**src/rtl/sinx_taylor_seq.sv**
```systemverilog
// Sequential Taylor-series sin/cos evaluator for x in [0,1) radians.
// One shared multiplier is reused for x^2, term*x^2 and term*(1/k) steps.
// The result is registered on the first OUT cycle, so out_valid rises
// 2*TERMS edges after acceptance.
module sinx_taylor_seq #(
  parameter int IN_W   = 12,
  parameter int OUT_W  = 6,
  parameter int FRAC_W = 16,
  parameter int TERMS  = 5
) (
  input  logic             clk,
  input  logic             rst,
  input  logic             in_valid,
  output logic             in_ready,
  input  logic [IN_W-1:0]  digital,
  input  logic             func_sel,
  output logic             out_valid,
  input  logic             out_ready,
  output logic [OUT_W-1:0] analog,
  output logic             busy
);
  localparam int TW = FRAC_W + 1;   // term / xsq width
  localparam int SW = FRAC_W + 3;   // signed sum width
  localparam int PW = 2 * TW;       // product width
  localparam int SH = FRAC_W - OUT_W;
  localparam logic [TW-1:0] ONE     = {1'b1, {FRAC_W{1'b0}}};
  localparam logic [3:0]    TERMS_N = 4'(TERMS);

  typedef enum logic [2:0] {IDLE, SQ, MUL, SCALE, OUT} state_t;

  // Reciprocal tables, index i corresponds to n = i+1.
  function automatic logic [7:0][TW-1:0] mk_recip(input logic cos_f);
    logic [7:0][TW-1:0] t;
    longint den;
    t = '0;
    for (int i = 0; i < 8; i++) begin
      if (cos_f) den = longint'((2*i+1) * (2*i+2));
      else       den = longint'((2*i+2) * (2*i+3));
      t[i] = TW'((longint'(1) <<< FRAC_W) / den);
    end
    return t;
  endfunction

  localparam logic [7:0][TW-1:0] SIN_RECIP = mk_recip(1'b0);
  localparam logic [7:0][TW-1:0] COS_RECIP = mk_recip(1'b1);

  state_t                 state_q, state_d;
  logic [FRAC_W-1:0]      xf_q, xf_d;
  logic [TW-1:0]          xsq_q, xsq_d;
  logic [TW-1:0]          term_q, term_d;
  logic signed [SW-1:0]   sum_q, sum_d;
  logic [3:0]             n_q, n_d;
  logic                   fsel_q, fsel_d;
  logic                   out_valid_q, out_valid_d;
  logic [OUT_W-1:0]       analog_q, analog_d;

  logic [PW-1:0]          mul_a, mul_b, prod;
  logic [TW-1:0]          prod_sh, recip;
  logic [2:0]             ridx;
  logic [FRAC_W-1:0]      xf_in;
  logic [TW-1:0]          term_in;
  logic [SW-1:0]          sum_sh;
  logic [OUT_W-1:0]       map_code;

  // Shared multiplier operand select, floor after the fraction shift.
  always_comb begin
    ridx  = 3'(n_q - 4'd1);
    recip = fsel_q ? COS_RECIP[ridx] : SIN_RECIP[ridx];
    mul_a = PW'(term_q);
    mul_b = PW'(xsq_q);
    case (state_q)
      SQ:      begin mul_a = PW'(xf_q); mul_b = PW'(xf_q); end
      SCALE:   mul_b = PW'(recip);
      default: ;
    endcase
    prod    = mul_a * mul_b;
    prod_sh = TW'(prod >> FRAC_W);
  end

  // Saturating map of the signed sum onto the output code.
  always_comb begin
    sum_sh = sum_q >> SH;
    if (sum_q[SW-1])                     map_code = '0;
    else if (sum_sh >= SW'(2**OUT_W))    map_code = '1;
    else                                 map_code = OUT_W'(sum_sh);
  end

  // Next-state and datapath update.
  always_comb begin
    state_d     = state_q;
    xf_d        = xf_q;
    xsq_d       = xsq_q;
    term_d      = term_q;
    sum_d       = sum_q;
    n_d         = n_q;
    fsel_d      = fsel_q;
    out_valid_d = out_valid_q;
    analog_d    = analog_q;
    xf_in       = FRAC_W'(digital) << (FRAC_W - IN_W);
    term_in     = func_sel ? ONE : TW'(xf_in);
    case (state_q)
      IDLE: if (in_valid) begin
        xf_d    = xf_in;
        fsel_d  = func_sel;
        n_d     = 4'd1;
        term_d  = term_in;
        sum_d   = SW'(term_in);
        state_d = SQ;
      end
      SQ: begin
        xsq_d   = prod_sh;
        state_d = (TERMS > 1) ? MUL : OUT;
      end
      MUL: begin
        term_d  = prod_sh;
        state_d = SCALE;
      end
      SCALE: begin
        term_d  = prod_sh;
        sum_d   = n_q[0] ? sum_q - SW'(prod_sh) : sum_q + SW'(prod_sh);
        n_d     = n_q + 4'd1;
        state_d = (n_q + 4'd1 == TERMS_N) ? OUT : MUL;
      end
      OUT: begin
        if (!out_valid_q) begin
          out_valid_d = 1'b1;
          analog_d    = map_code;
        end else if (out_ready) begin
          out_valid_d = 1'b0;
          state_d     = IDLE;
        end
      end
      default: state_d = IDLE;
    endcase
  end

  // State register; reset wins over any handshake.
  always_ff @(posedge clk) begin
    if (rst) begin
      state_q     <= IDLE;
      xf_q        <= '0;
      xsq_q       <= '0;
      term_q      <= '0;
      sum_q       <= '0;
      n_q         <= '0;
      fsel_q      <= 1'b0;
      out_valid_q <= 1'b0;
      analog_q    <= '0;
    end else begin
      state_q     <= state_d;
      xf_q        <= xf_d;
      xsq_q       <= xsq_d;
      term_q      <= term_d;
      sum_q       <= sum_d;
      n_q         <= n_d;
      fsel_q      <= fsel_d;
      out_valid_q <= out_valid_d;
      analog_q    <= analog_d;
    end
  end

  assign in_ready  = (state_q == IDLE);
  assign busy      = (state_q != IDLE);
  assign out_valid = out_valid_q;
  assign analog    = analog_q;
endmodule

```
**config.mk**
```make
export PLATFORM = sky130hd
export DESIGN_NAME = sinx_taylor_seq
export DESIGN_NICKNAME = d
export VERILOG_FILES = /design/src/rtl/sinx_taylor_seq.sv
export SDC_FILE = /design/constraint.sdc
export NUM_CORES = 1
export LEC_CHECK = 0
export CORE_MARGIN = 5
export CORE_UTILIZATION = 55
export CTS_BUF_LIST = sky130_fd_sc_hd__clkbuf_4 sky130_fd_sc_hd__clkbuf_8
export CTS_CLUSTER_SIZE = 28
export DETAILED_ROUTE_END_ITERATION = 10
export PLACE_DENSITY_LB_ADDON = 0.15
export SETUP_SLACK_MARGIN = 0.15
export SYNTH_ARGS = -nofsm -noshare
export SYNTH_HDL_FRONTEND = slang
export SYNTH_SLANG_ARGS = --single-unit
```
**constraint.sdc**
```tcl
create_clock -name clk -period 12.1 [get_ports clk]
set_clock_uncertainty 0.05 [all_clocks]
set_input_delay 2.42 -clock clk [delete_from_list [all_inputs] [get_ports clk]]
set_output_delay 2.42 -clock clk [all_outputs]
set_load 0.005 [all_outputs]
```
; ---- After elaboration in Yosys (flattened, before gate mapping)
; Memory sizes are Yosys's and may differ from the RTL's.
; Cells that the tools add are included.
[classes]
n_addsub = 4
n_mul = 1
order_cmp = 2
eq_ne = 8
muxes = 22
bitwise_logic = 1
reduce_logical = 10
[op_table]
columns = op, n
row1 = 2-to-1 mux 17 bit, 6
row2 = case mux 17 bit (2 select lines), 2
row3 = 2-to-1 mux 19 bit, 2
row4 = case mux 19 bit (2 select lines), 1
row5 = multiplier 34 x 34 -> 33 bit, 1
row6 = adder 19 x 17 -> 19 bit, 1
row7 = subtractor 19 x 17 -> 19 bit, 1
row8 = case mux 3 bit (5 select lines), 1
row9 = 2-to-1 mux 3 bit, 4
row10 = 2-to-1 mux 6 bit, 2
row11 = >= comparator 9 x 7 -> 1 bit (second input constant), 1
row12 = case mux 4 bit (2 select lines), 1
row13 = AND reduction 2 bit, 4
row14 = == test 3 x 2 -> 1 bit (second input constant), 2
row15 = inequality test 2 bit (second input constant), 3
row16 = adder 4 x 1 -> 4 bit (second input constant), 1
row17 = == test 4 x 3 -> 1 bit (second input constant), 1
row18 = < comparator 3 x 4 -> 1 bit (second input constant), 1
row19 = 2-to-1 mux 4 bit, 1
row20 = nonzero test 2 bit, 2
row21 = == test 3 x 1 -> 1 bit (second input constant), 1
row22 = == test 3 bit (second input constant), 1
row23 = zero test 3 bit, 1
row24 = AND reduction 3 bit, 1
row25 = other kinds (5), 6
[word_totals]
regBits = 80
romBits = 272
in_bits = 17
output_inout_bits = 9
wordCells = 59
mem_count = 2
[memory_table]
columns = memory, words, width, read_ports, rd_clocked_by_memory_dff, write_ports, line_no
row1 = (no name shown), 8, 17, 1, 0, 0, 68  ; recip = fsel_q ? COS_RECIP[ridx] : SIN_RECIP[ridx];
row2 = (no name shown), 8, 17, 1, 0, 0, 68

; ---- Depth between registers and ports, before layout
[logic_depth]
ltp_word = 9
depth_mapped = 50
mapped_depth_nobuf = 49

; ---- Least setup slack after synthesis
; Ideal clock, no wire load.
[synth_timing]
path_type = reg-to-reg
startpoint = reg n_q[0]
endpoint = reg sum_q[18]
setup_time_ns = 0.132
arrival_time_ns = 10.319
required_ns = 11.918
setup_slack_ns = 1.598
stages_incl_launch_ff = 44
n_path_buf = 3
period_less_slack_ns = 10.502
cell_sequence = dfxtp_1 -> clkbuf_1 -> inv_1 -> ha_1 -> xor2_1 -> clkbuf_1 -> nor2_1 -> o311ai_0 -> o21ai_0 -> o21ai_1 -> clkbuf_1 -> nand2_1 -> fa_1 -> inv_1 -> fa_1 -> inv_1 -> fa_1 -> inv_1 -> [... 8 more ...] -> nor2_1 -> xnor2_2 -> nor4b_2 -> a21oi_1 -> xnor2_1 -> ha_1 -> o21a_1 -> o21ai_0 -> a21oi_1 -> nor2_1 -> o2111ai_1 -> a31oi_1 -> nor2b_1 -> o21a_1 -> o41ai_1 -> xor2_1 -> mux2i_1 -> a21oi_1
[synth_between]
elab_chain_cells = 9
elab_cells_between_ends = 12
cone_classes = add/sub (3) / mul (1) / mux (6) / memory (2)
[synth_rtl]
columns = element, line_no
row1 = start: declaration, 52  ; logic [3:0] n_q, n_d;
row2 = start signal: assignment, 155  ; n_q <= n_d;
row3 = subtractor 3 x 1 -> 3 bit, 67  ; ridx = 3'(n_q - 4'd1);
row4 = memory (8 x 17 bit), -
row5 = 2-to-1 mux 17 bit (not written as such), 68
row6 = 2-to-1 mux 17 bit, 68
row7 = case mux 17 bit (2 select lines), 71  ; case (state_q)
row8 = multiplier 34 x 34 -> 33 bit, 76  ; prod = mul_a * mul_b;
row9 = adder 19 x 17 -> 19 bit / subtractor 19 x 17 -> 19 bit (equally long branches), 120  ; sum_d = n_q[0] ? sum_q - SW'(prod_sh) : sum_q + SW'(prod_sh);
row10 = 2-to-1 mux 19 bit *, 120
row11 = case mux 19 bit (2 select lines) *, 101  ; case (state_q)
row12 = end signal: assignment, 154  ; sum_q <= sum_d;
row13 = end: declaration, 51  ; logic signed [SW-1:0] sum_q, sum_d;
; Mark *: on every way between the ends. The rest lies on a longest branch, timed or not. The select of a mux whose other input is x is not followed.
; A chain may end at the register's enable or synchronous reset.

; ---- Final worst setup path
[layout_timing]
startpoint = reg n_q[1]
endpoint = reg sum_q[17]
[layout_between]
elab_chain_cells = 9
elab_cells_between_ends = 12
cone_classes = add/sub (3) / mul (1) / mux (6) / memory (2)
[layout_rtl]
columns = element, line_no
row1 = subtractor 3 x 1 -> 3 bit *, 67
row2 = memory (8 x 17 bit), -
row3 = 2-to-1 mux 17 bit (not written as such), 68
row4 = 2-to-1 mux 17 bit *, 68
row5 = case mux 17 bit (2 select lines) *, 71
row6 = multiplier 34 x 34 -> 33 bit *, 76
row7 = adder 19 x 17 -> 19 bit / subtractor 19 x 17 -> 19 bit (equally long branches), 120
row8 = 2-to-1 mux 19 bit *, 120
row9 = case mux 19 bit (2 select lines) *, 101
; Marks and branches as above.

==> flow_summary.yaml <==
power:
  peakVddDrop_mv: 0.09532
  power_per_cell_area_nw_per_um2: 59.98
  power.static_leakage_uw: 0.006986
  power_uw: 893.6
place:
  place_area_um2: 14720
  place.gp.congestion: 0.9554
  detailedPlacementHpwl_um: 32040
  port_buffers: 25
logic_synthesis:
  yosysUniqueCellTypes: 67
  post_synth_mux_area_share_pct: 1.213
  synth_area_um2: 14130
  synth_seq_area_share_pct: 11.33
  synth_xor_xnor_area_share_pct: 2.966
  number_of_synthesized_flops_with_an_enable_pin: 0
  post_synth_main_area_contributors: "fa_1, ha_1, dfxtp_1, nand2_1, inv_1"
  synth_flop_cell: "dfxtp_1"
  postSynthRegisterBits: 80
  simple_gate_area_share_of_the_yosys_netlist_pct: 20.09
  dominant_combinational_cell_family_by_area_after_synthesis: "adder cells"
  ys_async_sr_fraction_pct: 0
  synth_top_cell_area_share_pct: 31.45
  synth-compound-area-share_pct: 11.60
  synthesis.area_per_instance_um2: 7.975
  post-synth-top-count-cell: "nand2_1"
  synth_fa_ha_area_share_pct: 42.87
  syn_nets: 2140
  synthesis.instances: 1772
  synth_top_area_cell: "fa_1"
  synthesis.yosys.warnings: 0
  synth_commonest_cells: "nand2_1, inv_1, fa_1"
clock_network:
  clock_tree.htree_level_count: 3
  cts_tree: "built"
  cts.hold.buffers_added: 0
  cts_sinks: 80
  worst_skew_pair.late_latency_ps: 370
  cts.clk_slew.worst_paths_ps: 80
  cts_root_buf: "clkbuf_8"
  number_of_buffers_between_clock_root_and_the_deepest_sink: 2
  clock_buffers_created_by_tritoncts: 9
detailed_routing:
  wirelength_um: 39750
  ant_nets: 0
  drt_pre_antenna_iters: 5
  drt_drc_violations_left: 0
  wl_per_cell_um: 19.04
  detail_route.vias_per_cell: 5.753
  vias: 12012
  dr.first_iter.drc_count: 878
die:
  dieArea_um2: 29000
  initial_utilization_pct: 55.96
  die_x_um: 170.3
  die_h_um: 170.3
  boundaryPins: 26
  core_region_area_um2: 25250
  rows: 58
critical_path:
  startpoint_type: "register"
  worst_ep_arrival_time_ps: 11360
  critPathRequiredTime_ps: 12270
  cp_slowest_stage_delay_ps: 800
  critical_path.max_fanout: 17
  setup.worst_path.end_class: "register"
  critPathKind: "register to register"
  path_buf_inv: 7
  critical_path.top_delay_family: "adder cells"
  slowest_stage: "o311a_1"
sta:
  finalSetupViolCount: 0
  report.final.hold_viol_count: 0
  tightestPinTransition_ps: 1023
  timing_limited_maximum_frequency_mhz: 89.43
  fin_crit_ps: 11180
  slew_violations: 0
  fin_setup_tns_ps: 0
  setup_repair_after_global_routing_missed_its_margin: "true"
  timing.slew.headroom_pct: 29.83
  hold-worst-slack_ps: 415.2
  fin_crit_sh_pct: 92.41
job:
  maxCapViolations: 0
final_layout:
  finish.net_count: 2123
  post_route_cells_drive_above_1_share_pct: 3.697
  final_area_um2: 14900
  antenna-diode-count: 0
  area_delta_synth_final_pct: 5.418
  utilization_pct: 58.99
grt:
  grt_first_pass_wirelength_um: 65430
  gr-usage-all-layers_pct: 28.51
  via_count_of_the_first_global_routing_pass: 12293
  grt_overflow: 0
  antenna_found_initial: 0
  grt_start_max_net_pins: 82
run_status:
  run_status: "finished clean"
worst_hold_path:
  holdCritPathClass: "register to register"
==> what timing repair did <==
item,in CTS,in global routing
gates resized for setup,0,3
setup endpoints to repair,0,1
buffers inserted,0,0
==> per-layer routing <==
layer | GRT usage, % | wire, µm
met3 | 3.995 | 2634
met5 | 0 | 0
met2 | 48.11 | 19020
met4 | 9.167 | 1358
met1 | 38.08 | 16740
==> state kept, by name, summed over array words and instances, names as in the netlist <==
| register | flops |
|---|---|
| sum_q | 19 |
| term_q | 17 |
| xsq_q | 17 |
| xf_q | 12 |
| analog | 6 |
| n_q | 4 |
| state_q | 3 |
| fsel_q | 1 |
| out_valid | 1 |
==> layout make-up <==
| class | count | area [µm²] |
|---|---|---|
| clock inverter | 3 | 21.27 |
| sequential | 80 | 1602 |
| tap | 330 | 412.9 |
| inverter | 292 | 1096 |
| clock buffer | 11 | 138.9 |
| multi-input combinational | 1318 | 11150 |
| fill | 2421 | 10360 |
| timing repair buffer | 54 | 475.5 |
==> worst register-to-register path: cells and delay by family (launching register included) <==
family | cells | cell delay (ps)
multiplexers | 1 | 300
flip-flops | 1 | 490
AO/OA/AOI/OAI | 15 | 3720
AND/OR/NAND/NOR | 4 | 480
XOR/XNOR | 3 | 970
buffers and inverters | 7 | 910
adder cells (fa/ha/maj) | 10 | 4110
==> worst paths after layout <==
kind	endpoint	depth (start not counted)	slack [ps]	start
worst min register to register	xsq_q[0]	2	420	xsq_q[0]
worst min-delay path	xsq_q[0]	2	420	xsq_q[0]
worst max register to register	sum_q[17]	40	920	n_q[1]
worst max-delay path	sum_q[17]	40	920	n_q[1]
==> logic make-up (layout without fill, tap and decap cells) <==
kind of cell | count (synthesis) | count (layout)
mux | 17 | 17
simple gates | 650 | 650
fa+ha+maj | 351 | 351
xor+xnor | 47 | 47
compound gates | 253 | 253
flops | 80 | 80
buf+inv | 374 | 360
==> per-stage QoR <==
stage               cells  worst slack (ps)
floorplan            1772              1598
global placement     2074              1246
detailed placement   2074             964.4
CTS                  2088             967.2
global route         2088             135.4
finish               2088             918.3
==> placed cells by master, fill, tap and decap left out, types with 24 or more instances in the layout <==
cell type / n
nand2_1: 296
inv_1: 292
fa_1: 222
nor2_1: 179
ha_1: 129
a21oi_1: 96
dfxtp_1: 80
nand3_1: 43
o21ai_0: 34
nor3_1: 30
and2_1: 30
buf_4: 28
xnor2_1: 26
clkdlybuf4s50_1: 24
==> power breakdown <==
part	internal [µW]	switching, µW	total [µW]
Sequential	275	13.4	288
Clock	77.0	99.8	177
Combinational	162	266	429
Total	514	380	894
No activity file was read; power rests on OpenSTA's default activity.
